--- config.mk ---
export PLATFORM = sky130hd
export DESIGN_NAME = pe_ws_dbuf
export DESIGN_NICKNAME = d
export VERILOG_FILES = /design/src/rtl/pe_pkg.sv /design/src/rtl/pe_sat_add.sv /design/src/rtl/pe_ws_dbuf.sv
export SDC_FILE = /design/constraint.sdc
export NUM_CORES = 1
export LEC_CHECK = 0
export BUFFER_PORTS_ARGS = -buffer_cell sky130_fd_sc_hd__buf_2
export CORE_MARGIN = 1.5
export CORE_UTILIZATION = 54
export CTS_CLUSTER_DIAMETER = 30
export DETAILED_ROUTE_END_ITERATION = 6
export GPL_ROUTABILITY_DRIVEN = 0
export GPL_TIMING_DRIVEN = 0
export PLACE_DENSITY_LB_ADDON = 0.12
export SYNTH_ARGS = -nofsm -noshare
export SYNTH_HDL_FRONTEND = slang
export SYNTH_SLANG_ARGS = --single-unit
--- constraint.sdc ---
create_clock -name clk -period 8.2 [get_ports clk]
set_input_delay 1.23 -clock clk [delete_from_list [all_inputs] [get_ports clk]]
set_output_delay 1.23 -clock clk [all_outputs]
set_load 0.01 [all_outputs]
--- src/rtl/pe_pkg.sv ---
// pe_pkg: shared weight-state encoding and default widths for the PE array.
package pe_pkg;
    typedef enum logic [1:0] {
        EMPTY         = 2'b00,
        SHADOW        = 2'b01,
        ACTIVE        = 2'b10,
        ACTIVE_SHADOW = 2'b11
    } pe_wstate_t;
    localparam int PE_DATA_W   = 8;
    localparam int PE_WEIGHT_W = 8;
    localparam int PE_ACC_W    = 32;
endpackage

--- src/rtl/pe_sat_add.sv ---
// pe_sat_add: signed ACC_W adder with overflow flag and optional clamp.
module pe_sat_add #(
    parameter int ACC_W    = 32,
    parameter int SATURATE = 0
) (
    input  logic signed [ACC_W-1:0] a_i,
    input  logic signed [ACC_W-1:0] b_i,
    output logic signed [ACC_W-1:0] sum_o,
    output logic                    ovf_o
);
    logic [ACC_W:0] s;
    assign s     = {a_i[ACC_W-1], a_i} + {b_i[ACC_W-1], b_i};
    assign ovf_o = s[ACC_W] ^ s[ACC_W-1];
    // The extra sum bit holds the true sign, so it picks the clamp direction.
    assign sum_o = (SATURATE != 0 && ovf_o)
                 ? (s[ACC_W] ? {1'b1, {(ACC_W-1){1'b0}}} : {1'b0, {(ACC_W-1){1'b1}}})
                 : s[ACC_W-1:0];
endmodule

--- src/rtl/pe_ws_dbuf.sv ---
// pe_ws_dbuf: weight-stationary PE with double-buffered weight and valid/switch propagation.
module pe_ws_dbuf
    import pe_pkg::*;
#(
    parameter int DATA_W   = PE_DATA_W,
    parameter int WEIGHT_W = PE_WEIGHT_W,
    parameter int ACC_W    = PE_ACC_W,
    parameter int SATURATE = 0
) (
    input  logic                       clk,
    input  logic                       reset_n,
    input  logic signed [DATA_W-1:0]   a_in,
    input  logic                       valid_in,
    input  logic                       switch_in,
    input  logic signed [ACC_W-1:0]    psum_in,
    input  logic signed [WEIGHT_W-1:0] w_in,
    input  logic                       w_load_in,
    output logic signed [DATA_W-1:0]   a_out,
    output logic                       valid_out,
    output logic                       switch_out,
    output logic signed [ACC_W-1:0]    psum_out,
    output logic signed [WEIGHT_W-1:0] w_out,
    output logic                       w_load_out,
    output logic                       ovf_out,
    output logic                       sw_err
);
    localparam int PW = DATA_W + WEIGHT_W;
    pe_wstate_t                 state_q, state_d;
    logic signed [WEIGHT_W-1:0] active_q, active_d, shadow_q, shadow_d, w_q, w_d;
    logic signed [DATA_W-1:0]   a_q, a_d;
    logic signed [ACC_W-1:0]    psum_q, psum_d, sum;
    logic signed [PW-1:0]       prod;
    logic                       valid_q, switch_q, wl_q, ovf_q, ovf_d, err_q, err_d;
    logic                       accept, ovf;
    pe_sat_add #(.ACC_W(ACC_W), .SATURATE(SATURATE)) u_add (
        .a_i  (psum_in),
        .b_i  (ACC_W'(prod)),
        .sum_o(sum),
        .ovf_o(ovf)
    );
    always_comb begin
        accept   = switch_in & state_q[0];
        // The beat that carries an accepted switch already uses the promoted weight.
        active_d = accept ? shadow_q : active_q;
        prod     = PW'(a_in) * PW'(active_d);
        state_d  = pe_wstate_t'({state_q[1] | accept, w_load_in | (state_q[0] & ~accept)});
        shadow_d = w_load_in ? w_in : shadow_q;
        w_d      = w_load_in ? w_in : w_q;
        a_d      = valid_in ? a_in : a_q;
        psum_d   = valid_in ? sum : psum_q;
        ovf_d    = valid_in & ovf;
        err_d    = err_q | (switch_in & ~state_q[0]);
    end
    always_ff @(posedge clk) begin
        if (!reset_n) begin
            state_q  <= EMPTY;
            active_q <= '0;
            shadow_q <= '0;
            w_q      <= '0;
            a_q      <= '0;
            psum_q   <= '0;
            valid_q  <= 1'b0;
            switch_q <= 1'b0;
            wl_q     <= 1'b0;
            ovf_q    <= 1'b0;
            err_q    <= 1'b0;
        end else begin
            state_q  <= state_d;
            active_q <= active_d;
            shadow_q <= shadow_d;
            w_q      <= w_d;
            a_q      <= a_d;
            psum_q   <= psum_d;
            valid_q  <= valid_in;
            switch_q <= switch_in;
            wl_q     <= w_load_in;
            ovf_q    <= ovf_d;
            err_q    <= err_d;
        end
    end
    assign a_out      = a_q;
    assign valid_out  = valid_q;
    assign switch_out = switch_q;
    assign psum_out   = psum_q;
    assign w_out      = w_q;
    assign w_load_out = wl_q;
    assign ovf_out    = ovf_q;
    assign sw_err     = err_q;
endmodule

[Word level (Yosys, flattened, before mapping)]
Cells that the tools add are included.
Word-level totals
  register bits after elaboration: 63
  output and inout bits: 53
  logic and storage cells: 23
Cells by class
  add/subtract/negate cells: 1
  multipliers: 1
  muxes and demuxes: 1
  bitwise logic cells: 10
Operators with widths (count)
  $add 32x16->33: 1
  $mul 8x8->16: 1
  $mux 8: 1
  $and 1x1->1: 4
  $or 1x1->1: 3
  $not 1->1: 2
  $xor 1x1->1: 1

[Logic depth before layout (Yosys ltp)]
Gate-level depths: netlist of run 1.
  depth after elaboration: 6
  mapped depth: 23

[Cells and area by module]
Synthesis of run 1 repeated with hierarchy kept, for this count alone.
Unflattened totals
  cell total of the unflattened synthesis: 704
  area, all modules: 6408.6 um^2
Modules (own cells, without submodules)
  pe_ws_dbuf: times used 1, cells each 485, area each 4795.8 um^2, sequential area each 1241.2 um^2
  pe_sat_add: times used 1, cells each 219, area each 1612.8 um^2, sequential area each 0.0 um^2

[Least setup slack after synthesis of run 1]
No wires, ideal clock.
  path kind: input -> register
  from: input switch_in
  to: register ovf_q (netlist: ovf_out)
  arrival: 7732 ps
  required time: 8135 ps
  setup slack: 403 ps
  stages on the path: 22
  buffers on the path: 0
  path through: nand2_1 -> mux2_2 -> and2_1 -> inv_1 -> fa_1 -> inv_1 -> fa_1 -> fa_1 -> fa_1 -> inv_1 -> fa_1 -> inv_1 -> ha_1 -> o21ai_0 -> nor2_1 -> o31ai_2 -> a2111oi_2 -> or3_4 -> a31o_1 -> a21oi_2 -> xnor3_1 -> nor2_1
On the way
  word-level cells in the longest chain between the ends: 6
RTL lines
  from (decl): RTL line pe_ws_dbuf.sv:14  | input logic switch_in,
  $and 1x1->1: RTL line pe_ws_dbuf.sv:42  | accept = switch_in & state_q[0];
  $mux 8: RTL line pe_ws_dbuf.sv:44  | active_d = accept ? shadow_q : active_q;
  $mul 8x8->16: RTL line pe_ws_dbuf.sv:45  | prod = PW'(a_in) * PW'(active_d);
  $add 32x16->33: RTL line pe_sat_add.sv:12  | assign s = {a_i[ACC_W-1], a_i} + {b_i[ACC_W-1], b_i};
  $xor 1x1->1: RTL line pe_sat_add.sv:13  | assign ovf_o = s[ACC_W] ^ s[ACC_W-1];
  $and 1x1->1: RTL line pe_ws_dbuf.sv:51  | ovf_d = valid_in & ovf;
  to (signal assigned): RTL line pe_ws_dbuf.sv:77  | ovf_q <= ovf_d;
  to (decl): RTL line pe_ws_dbuf.sv:33  | logic valid_q, switch_q, wl_q, ovf_q, ovf_d, err_q, err_d;
Every way passes these cells.
A chain may end at the register's enable or synchronous reset.

[Worst setup path in the final report of run 1]
Same ends and word-level chain as after synthesis.

==> key figures, run 1 <==
Run status
  – Run status: finished clean

CTS
  – CTS tree: yes
  – Clock Sinks: 62
  – TritonCTS buffer count: 9
  – Worst-path clk slew: 0.06 ns
  – CTS Hold Bufs: 0
  – H-tree depth: 3
  – Clock root cell: clkbuf_16
  – Clock latency on the worst-skew pair: 0.34 ns
  – Worst-case clock buffer depth: 2

GRT
  – Final global-route overflow total: 0
  – Number of global-route vias before repair: 6,109
  – Largest net degree at the start of global routing: 25
  – First-pass GRT wire length: 29.0 mm
  – GR Util All Layers: 25.0%
  – Initial antenna violation count: 0

Die
  – Core Rows: 43
  – I/O pin count: 106
  – Starting Density: 55.8%
  – Die H: 123 um
  – Core ar.: 0.0140 sq mm
  – Die area: 0.0152 sq mm
  – Die Span X: 123 um

Yosys
  – Compound-Gate Fraction of Synth Area: 7.89%
  – Synthesized area: 0.00781 sq mm
  – Seq/Total Area, Yosys: 15.9%
  – Top cell type's share of synthesized area: 35.9%
  – Mux share of post-synthesis cell area: 5.96%
  – Most frequent cell after synthesis: inv_1
  – Cells after Synth: 780
  – Post-Synth Simple-Gate Area: 11.9%
  – Commonest cells post-synth: 142 x inv_1, 140 x fa_1, 74 x nor2_1, 72 x ha_1, 62 x dfxtp_1
  – Cell variety after synth: 54
  – Largest family of logic cells by synthesized area: adder cells
  – Synth Net Count: 1,045
  – Top FF cell, synth: dfxtp_1
  – #FFs+latches synth: 62
  – Synth Area in XOR/XNOR: 3.21%
  – Warnings from Yosys: 0
  – Adder-cell share of the synthesized area: 47.4%
  – Ys async rst share: 0%
  – Syn Area/Cell: 10.0 sq um
  – Cell taking the most area after synthesis: fa_1
  – Area contributors post-synth: fa_1 36%, dfxtp_1 16%, ha_1 12%
  – Post-synth EDFFs: 0

Run
  – Max-cap violations: 0

Timing
  – Slew headroom: 42.1%
  – Final min period: 7.72 ns
  – Hold Slack: 0.469 ns
  – Hold Violations, Final: 0
  – FMAX: 130 MHz
  – Final Setup Violations: 0
  – Worst Tran Pin Value: 0.845 ns
  – Final Slew Violations: 0
  – Skew final: 0.00791 ns
  – Period utilisation layout: 94.1%
  – RSZ-0062 raised after global routing: false

Finish
  – Ant. Diodes: 0
  – Layout area overhead: 15.8%
  – Nets@finish: 1,169
  – Final core occ: 64.6%
  – Final Non-Filler Cells: 1,089
  – Layout cells sized above 1: 17.7%
  – Filler cells: 1,188

Critical path
  – Data arrival, critical path: 7.99 ns
  – Critical path fanouts, max: 9
  – Worst reg2reg setup slack: 1.08 ns
  – Crit path launch type: primary input
  – Crit. End Element: flip-flop
  – CP required: 8.48 ns
  – Kind of critical path: primary input to flip-flop

Place
  – Dpl cells: 1,061
  – DP HPWL: 14.4 mm
  – PortBufs: 100

Detailed routing
  – DR vias: 5,681
  – Vias per cell: 5.22
  – Drt pass-1 iters: 4
  – Antenna viol nets, final: 0
  – Post-Route WL: 17.7 mm
  – DR DRC count: 0
  – Wire per inst: 16.2 um
  – Initial DRC Count: 194

Min path
  – HP Class: flip-flop to flip-flop

Power and ir drop
  – P_leak: 4.79 nW
  – Pwr Density: 158 mW/mm^2
  – Max VDD drop: 91.2 uV
flip-flops by register name, indices dropped and copies added, names as in the netlist:
name	cells
a_out	8
active_q	8
ovf_out	1
psum_out	32
state_q	1
sw_err	1
switch_out	1
valid_out	1
w_load_out	1
w_out	8
logic make-up (layout without fill, tap and decap cells):
kind of cell             count (synthesis)  after routing
flip-flops                              62             62
AO/OA/AOI/OAI                           85             85
buffers and inverters                  160            289
XOR/XNOR                                27             27
adder cells (fa/ha/maj)                212            212
AND/OR/NAND/NOR                        188            188
multiplexers                            46             46
layout by cell type, fill, tap and decap left out, types with 14 or more instances in the layout:
cell and n:
inv_1 139, fa_1 139, nor2b_1 24, mux2i_1 40
buf_2 101, nor2_1 74, a21oi_1 21, and2_1 18
xnor2_1 17, ha_1 72, nand2_1 31, clkbuf_1 14
dfxtp_1 62
worst paths after layout:
path,to,start,cells past startpoint
worst max-delay path,ovf_out,switch_in,23
worst min-delay path,sw_err,sw_err,2
worst max register to register,ovf_out,state_q[0],22
worst min register to register,sw_err,sw_err,2
worst max-delay path, stage by stage:
cell	delay [ns]
buf_2	0.12
nand2_2	0.21
mux2i_2	0.34
nand2b_1	0.29
fa_1	0.72
inv_1	0.14
fa_2	0.72
clkinvlp_4	0.11
buf_4	0.19
fa_1	0.48
inv_1	0.05
fa_1	0.43
ha_1	0.29
ha_1	0.38
a21oi_1	0.28
o211ai_1	0.17
a21oi_2	0.15
o211ai_2	0.16
a211oi_2	0.40
a2111oi_0	0.21
a311oi_1	0.35
xnor3_1	0.47
nor2_1	0.09
repair_timing:
item	4_1_cts	5_1_grt
endpoints found under the setup margin	1	1
setup buffers	4	8
gates resized for setup	4	3
power by group:
part,switching [mW],internal [mW]
Sequential,0.0225,0.336
Combinational,0.331,0.257
Clock,0.151,0.329
layout make-up:
type                       instances  area, sq um  area share, %
buffer                            17         66.3          0.734
clock buffer                       9          225           2.49
clock inverter                     7          145           1.61
inverter                         143          548           6.06
multi-input combinational        558         5980           66.1
sequential                        62         1240           13.7
tap                              180          225           2.49
timing repair buffer             113          611           6.76
metal layers:
| metal | share of wire [%] | global-route usage [%] | wire length [um] |
|---|---|---|---|
| met1 | 39 | 28.6 | 6940 |
| met2 | 55 | 47.0 | 9720 |
| met3 | 4.0 | 4.43 | 715 |
| met4 | 1.7 | 8.19 | 306 |
| met5 | 0 | 0 | 0 |
through the flow:
| stage | total power, mW | instance area, sq um | worst slack (ns) | setup TNS, ns |
|---|---|---|---|---|
| CTS | 1.44 | 8970 | 0.0133 | 0 |
| finish | 1.43 | 9040 | 0.482 | 0 |
| floorplan | 0.782 | 7810 | 0.403 | 0 |
| global placement | 0.928 | 8530 | -0.679 | -3.41 |
| detailed placement | 0.949 | 8550 | -0.492 | -0.612 |
| global route | 1.52 | 9040 | 0.104 | 0 |
Note: power is estimated with default switching activity, not from simulation.
==> run 2, diff against run 1 <==
--- a/config.mk
+++ b/config.mk
@@ -5,9 +5,10 @@
 export SDC_FILE = /design/constraint.sdc
 export NUM_CORES = 1
 export LEC_CHECK = 0
+export ABC_AREA = 1
 export BUFFER_PORTS_ARGS = -buffer_cell sky130_fd_sc_hd__buf_2
 export CORE_MARGIN = 1.5
-export CORE_UTILIZATION = 54
+export CORE_UTILIZATION = 55
 export CTS_CLUSTER_DIAMETER = 30
 export DETAILED_ROUTE_END_ITERATION = 6
 export GPL_ROUTABILITY_DRIVEN = 0
==> constraint.sdc (replaced) <==
create_clock -name clk -period 8.2 [get_ports clk]
set_input_delay 0.41 -clock clk [delete_from_list [all_inputs] [get_ports clk]]
set_output_delay 0.41 -clock clk [all_outputs]
set_load 0.01 [all_outputs]
==> key figures, run 2 <==
CTS
  – Clock latency on the worst-skew pair: 0.33 ns (about the same)
  – H-tree depth: 3 (unchanged)
  – CTS Hold Bufs: 0 (unchanged)
  – Clock root cell: clkbuf_16
  – CTS tree: yes
  – Cts repair resizes: 0 (-4)
  – Worst-path clk slew: 0.06 ns (about the same)
  – Setup bufs post-CTS: 0 (-4)
  – Clock Sinks: 62 (unchanged)
  – Worst-case clock buffer depth: 2 (unchanged)
  – TritonCTS buffer count: 9 (unchanged)

Detailed routing
  – Drt pass-1 iters: 5 (+1)
  – Vias per cell: 5.00 (-4.2%)
  – Post-Route WL: 19.2 mm (+8.9%)
  – Wire per inst: 13.9 um (-14%)
  – DR DRC count: 0 (unchanged)
  – DR vias: 6,906 (+22%)
  – Initial DRC Count: 349 (+80%)
  – Antenna viol nets, final: 0 (unchanged)

Critical path
  – CP required: 8.42 ns (-0.06 ns)
  – Kind of critical path: flip-flop to flip-flop
  – FF-to-FF path depth: 23 (+4.5%)
  – Reg2reg end: psum_out[31]
  – Data arrival, critical path: 6.78 ns (-1.21 ns)
  – Crit path launch type: flip-flop
  – Critical path fanouts, max: 13 (+4)
  – Worst reg2reg setup slack: 1.65 ns (+0.57 ns)
  – Reg2Reg Launch Point: state_q[0]
  – Crit. End Element: flip-flop

Yosys
  – Commonest cells post-synth: 248 x inv_1, 196 x nand2_1, 161 x nor2_1, 140 x fa_1, 72 x ha_1
  – Syn Area/Cell: 7.77 sq um (-22%)
  – Top FF cell, synth: dfxtp_1
  – Post-Synth Simple-Gate Area: 20.3% (+8.4 points)
  – Area contributors post-synth: fa_1 33%, dfxtp_1 15%, inv_1 11%
  – Top cell type's share of synthesized area: 33.5% (-2.4 points)
  – Adder-cell share of the synthesized area: 44.2% (-3.2 points)
  – Mux share of post-synthesis cell area: 0% (-6.0 points)
  – #FFs+latches synth: 62 (unchanged)
  – Most frequent cell after synthesis: inv_1
  – Cell taking the most area after synthesis: fa_1
  – Compound-Gate Fraction of Synth Area: 6.71% (-1.2 points)
  – Ys async rst share: 0% (unchanged)
  – Cells after Synth: 1,078 (+38%)
  – Seq/Total Area, Yosys: 14.8% (-1.1 points)
  – Warnings from Yosys: 0 (unchanged)
  – Largest family of logic cells by synthesized area: adder cells
  – Synth Net Count: 1,343 (+29%)
  – Post-synth EDFFs: 0 (unchanged)
  – Synthesized area: 0.00837 sq mm (+7.2%)
  – Cell variety after synth: 34 (-37%)
  – Synth Area in XOR/XNOR: 1.78% (-1.4 points)

Finish
  – Nets@finish: 1,458 (+25%)
  – Most common cell after layout, fill and taps aside: inv_1
  – Commonest cells after routing, fill and taps aside: 248 x inv_1, 196 x nand2_1, 159 x nor2_1
  – Register area: 0.00124 sq mm (unchanged)
  – Final Non-Filler Cells: 1,382 (+27%)
  – Ant. Diodes: 0 (unchanged)
  – Layout Cell Area excl Fill: 0.00943 sq mm (+4.3%)
  – Layout cells sized above 1: 12.3% (-5.4 points)
  – Layout area overhead: 12.6%
  – Filler cells: 1,336 (+12%)
  – Area of the multi-input gates: 0.00613 sq mm (+2.5%)
  – Max FFs per register: 32 (unchanged)

Power and ir drop
  – Clock power share: 9.4% (-24 points)
  – Comb power frac: 79.8% (+39 points)
  – Internal: 1.66 mW (+80%)
  – Max VDD drop: 326 uV (+260%)
  – Pwr Total: 3.75 mW (+160%)
  – Reg power frac: 10.8% (-14 points)
  – Sw frac: 55.7% (+20 points)
  – Pwr Density: 398 mW/mm^2 (+150%)
  – P_leak: 5.55 nW (+16%)
  – Switching power: 2.09 mW (+310%)

GRT
  – Grt peak-use layer: met2
  – First-pass GRT wire length: 33.8 mm (+17%)
  – GR Util met1: 32.8% (+4.2 points)
  – Met3 Track Usage GR: 4.68% (+0.25 points)
  – Final global-route overflow total: 0 (unchanged)
  – Number of global-route vias before repair: 7,309 (+20%)
  – Largest net degree at the start of global routing: 25 (unchanged)
  – Met2 Use GR: 47.6% (+0.56 points)
  – Initial antenna violation count: 0 (unchanged)
  – GR Util All Layers: 26.8% (+1.8 points)

Place
  – Dpl ws: 1.46 ns (+1.95 ns)
  – Post-place instance area: 0.00915 sq mm (+7.0%)
  – PortBufs: 103 (+3.0%)
  – Dpl cells: 1,366 (+29%)
  – DP HPWL: 16.3 mm (+13%)

Timing
  – Setup WS post-layout: 1.65 ns (+1.16 ns)
  – Skew final: 0.00760 ns (-0.000310 ns)
  – Final Slew Violations: 0 (unchanged)
  – FMAX: 153 MHz (+18%)
  – Final Setup Violations: 0 (unchanged)
  – RSZ-0062 raised after global routing: false
  – Hold Violations, Final: 0 (unchanged)
  – Final min period: 6.55 ns (-1.16 ns)
  – Hold Slack: 0.293 ns (-0.176 ns)
  – Slew headroom: 31.3% (-11 points)
  – Worst Tran Pin Value: 1.02 ns (+0.176 ns)
  – Period utilisation layout: 79.9% (-14 points)

Min path
  – HP Class: primary input to flip-flop
  – Hold path depth: 2 (unchanged)
  – Min-delay src: switch_in
  – Worst hold endpoint: state_q[0]

Die
  – Core ar.: 0.0147 sq mm (+5.1%)
  – Core Rows: 44 (+2.3%)
  – Starting Density: 57.0% (+1.1 points)
  – Die Span X: 126 um (+2.5%)
  – Die area: 0.0160 sq mm (+5.2%)
  – I/O pin count: 106 (unchanged)
  – Die H: 126 um (+2.5%)

Run
  – Max-cap violations: 0 (unchanged)

Run status
  – Run status: finished clean
## run 2: cell types whose count changed after synthesis, moves of 8 or more
cell      before  now
inv_1        142  248
a21oi_1       21   31
o21ai_0       13   45
nand2_1       32  196
xnor2_1       17    4
nand2b_1       9    0
nor2b_1       24    0
nand2_2        0    8
nor2_1        74  161
mux2i_1       42    0
and2_1        20    0
nand3_1        6   28
## run 2: final cells by class
cell class | count | share of cell area [%]
multi-input cells | 745 | 65.0
inverters | 254 | 10.1
repair buffers | 104 | 5.68
clock buffers | 9 | 2.39
well taps | 184 | 2.44
clock inverters | 7 | 0.518
flip-flops and latches | 62 | 13.2
plain buffers | 17 | 0.703
## run 2: worst max path at each step
stage                           from  cells past startpoint  slack [ns]      endpoint
after floorplan            switch_in                     27        1.23  psum_out[22]
after global placement     switch_in                     28       -0.07  psum_out[22]
after detailed placement   switch_in                     26        1.46  psum_out[31]
after CTS                 state_q[0]                     23        1.57  psum_out[31]
after global routing      state_q[0]                     25        1.08  psum_out[31]
final                     state_q[0]                     23        1.65  psum_out[31]
## run 2: layer usage
| metal | vias to the layer above | part of all wire, % |
|---|---|---|
| met2 | 190 | 49 |
| met1 | 3225 | 42 |
| met5 | - | 0 |
| met3 | 47 | 5.1 |
| met4 | 0 | 3.7 |
| li1 | 3444 | - |
## run 2: kinds of logic after synthesis
logic type / after synthesis
compound gates: 101
xor+xnor: 17
fa+ha+maj: 212
buf+inv: 271
flops: 62
simple gates: 415
## run 2: critical path, stage by stage, from the launching register on
cell      delay, ns
dfxtp_1        0.34
nand2_1        0.14
o21ai_0        0.83
inv_1          0.22
nand2_1        0.13
fa_1           0.51
inv_1          0.17
fa_1           0.54
inv_1          0.58
fa_1           0.53
inv_1          0.07
fa_1           0.41
ha_1           0.29
ha_1           0.36
a21oi_1        0.32
nand2_1        0.14
clkinv_1       0.06
nand2_1        0.06
a21oi_1        0.26
nand2_1        0.11
nand2_1        0.07
nand2_1        0.11
o21ai_1        0.14
inv_1          0.05
## run 2: per-stage QoR
step / TNS [ns] / utilization [%]
final: 0 / 64.1
after global routing: 0 / 64.1
after CTS: 0 / 64.1
after detailed placement: 0 / 62.3
after global placement: -0.305 / 62.0
after floorplan: 0 / -
## run 2: power by group through the flow
stage | clock network, mW | logic [mW] | registers [mW]
after CTS | 0.358 | 3.02 | 0.405
after floorplan | 0 | 2.17 | 0.436
after global placement | 0 | 2.94 | 0.409
after detailed placement | 0 | 2.99 | 0.411
final | 0.352 | 2.99 | 0.404
after global routing | 0.369 | 3.44 | 0.411
==> run 3, diff against run 2 <==
--- a/config.mk
+++ b/config.mk
@@ -5,10 +5,10 @@
 export SDC_FILE = /design/constraint.sdc
 export NUM_CORES = 1
 export LEC_CHECK = 0
-export ABC_AREA = 1
+export ABC_AREA = 0
 export BUFFER_PORTS_ARGS = -buffer_cell sky130_fd_sc_hd__buf_2
 export CORE_MARGIN = 1.5
-export CORE_UTILIZATION = 55
+export CORE_UTILIZATION = 60
 export CTS_CLUSTER_DIAMETER = 30
 export DETAILED_ROUTE_END_ITERATION = 6
 export GPL_ROUTABILITY_DRIVEN = 0
==> constraint.sdc (replaced) <==
create_clock -name clk -period 6.2 [get_ports clk]
set_input_delay 0.31 -clock clk [delete_from_list [all_inputs] [get_ports clk]]
set_output_delay 0.31 -clock clk [all_outputs]
set_load 0.01 [all_outputs]
==> key figures, run 3 (same netlist as run 1, synthesis figures left out) <==
Finish
  – Commonest cells after routing, fill and taps aside: 138 x inv_1, 138 x fa_1, 101 x buf_2
  – Nets@finish: 1,198 (-18%)
  – Layout area overhead: 22.5%
  – Ant. Diodes: 0 (unchanged)
  – Final core occ: 75.5% (+11 points)
  – Max FFs per register: 32 (unchanged)
  – Final Non-Filler Cells: 1,110 (-20%)
  – Layout cells sized above 1: 24.0% (+12 points)
  – Layout Cell Area excl Fill: 0.00956 sq mm (+1.4%)
  – Filler cells: 895 (-33%)

Critical path
  – Kind of critical path: flip-flop to flip-flop
  – Critical path fanouts, max: 7 (-6)
  – Worst reg2reg setup slack: 0.14 ns (-1.51 ns)
  – Crit path launch type: flip-flop
  – Data arrival, critical path: 6.33 ns (-0.45 ns)
  – CP required: 6.47 ns (-1.95 ns)
  – Crit. End Element: flip-flop

Detailed routing
  – Drt pass-1 iters: 6 (+1)
  – Initial DRC Count: 396 (+13%)
  – DR DRC count: 0 (unchanged)
  – Post-Route WL: 20.2 mm (+5.0%)
  – DR vias: 6,204 (-10%)
  – Vias per cell: 5.59 (+12%)
  – Wire per inst: 18.2 um (+31%)
  – Antenna viol nets, final: 0 (unchanged)

Die
  – Core Rows: 41 (-6.8%)
  – Die area: 0.0137 sq mm (-14%)
  – Starting Density: 61.6% (+4.7 points)
  – Core ar.: 0.0127 sq mm (-14%)
  – Die H: 117 um (-7.4%)
  – I/O pin count: 106 (unchanged)
  – Die Span X: 117 um (-7.4%)

GRT
  – Number of global-route vias before repair: 6,237 (-15%)
  – First-pass GRT wire length: 30.6 mm (-9.5%)
  – Largest net degree at the start of global routing: 13 (-48%)
  – Initial antenna violation count: 0 (unchanged)
  – Final global-route overflow total: 0 (unchanged)
  – GR Util All Layers: 29.8% (+3.0 points)

CTS
  – Worst-path clk slew: 0.06 ns (about the same)
  – TritonCTS buffer count: 9 (unchanged)
  – CTS tree: yes
  – Worst-case clock buffer depth: 2 (unchanged)
  – H-tree depth: 3 (unchanged)
  – Clock root cell: clkbuf_16
  – CTS Hold Bufs: 0 (unchanged)
  – Clock Sinks: 62 (unchanged)
  – Clock latency on the worst-skew pair: 0.33 ns (about the same)

Power and ir drop
  – P_leak: 4.92 nW (-11%)
  – Pwr Density: 196 mW/mm^2 (-51%)
  – Max VDD drop: 144 uV (-56%)
  – Pwr Total: 1.88 mW (-50%)

Timing
  – Worst Tran Pin Value: 0.946 ns (-0.0745 ns)
  – Slew headroom: 36.9% (+5.7 points)
  – Final Setup Violations: 0 (unchanged)
  – Period utilisation layout: 97.7% (+18 points)
  – Final Slew Violations: 0 (unchanged)
  – Setup WS post-layout: 0.141 ns (-1.51 ns)
  – Hold Violations, Final: 0 (unchanged)
  – Skew final: 0.00735 ns (-0.000244 ns)
  – Setup TNS: 0 ns (unchanged)
  – FMAX: 165 MHz (+8.1%)
  – Final min period: 6.06 ns (-0.494 ns)
  – Hold Slack: 0.220 ns (-0.0732 ns)

Place
  – Dpl ws: -1.31 ns (-2.77 ns)
  – DP HPWL: 14.2 mm (-13%)
  – Dpl cells: 1,052 (-23%)
  – Post-place instance area: 0.00854 sq mm (-6.7%)
  – PortBufs: 100 (-2.9%)

Min path
  – HP Class: primary input to flip-flop

Run status
  – Run status: finished clean

Run
  – Max-cap violations: 0 (unchanged)
[run 3: layout make-up]
type	instances	area (sq um)	share of cell area, %
inverters	143	548	5.73
flip-flops and latches	62	1240	13.0
plain buffers	17	66.3	0.694
clock buffers	12	236	2.47
repair buffers	136	803	8.40
clock inverters	4	47.5	0.497
well taps	172	215	2.25
multi-input cells	564	6400	66.9
[run 3: timing repair]
action	in CTS	in global routing
endpoints found under the setup margin	19	6
pin swaps	9	10
setup buffers	27	9
cloned	2	4
resized for setup	30	48
[run 3: path summary, 6_finish.rpt]
kind                            cells after the start  startpoint       end
worst max-delay path                               22  state_q[0]   ovf_out
worst min register to register                      2      sw_err    sw_err
worst max register to register                     22  state_q[0]   ovf_out
worst min-delay path                                3     w_in[4]  w_out[4]
[run 3: worst max-delay path, cell delays in order (launching register included)]
cell and delay [ns]:
dfxtp_4 0.41, nand2_8 0.10, mux2_4 0.28, nand2_1 0.11
fa_2 0.60, inv_2 0.06, fa_2 0.58, clkinvlp_4 0.24
fa_1 0.56, inv_1 0.05, fa_1 0.48, ha_1 0.30
ha_2 0.41, and4_1 0.23, o21ai_2 0.07, o211ai_4 0.10
nor3b_4 0.25, a211oi_4 0.11, a21o_1 0.20, a311oi_1 0.26
buf_4 0.16, xnor3_1 0.37, nor2_1 0.08
[run 3: report_power, final]
group	leakage (nW)	internal, mW	switching [mW]	total [mW]
clock network	0.137	0.310	0.183	0.493
registers	0.512	0.445	0.0331	0.478
logic	4.28	0.402	0.504	0.906
[run 3: routing by layer]
metal,global-route usage (%),wire [um]
met1,35.7,7660
met2,54.7,10800
met3,4.02,997
met4,10.9,748
met5,0,0
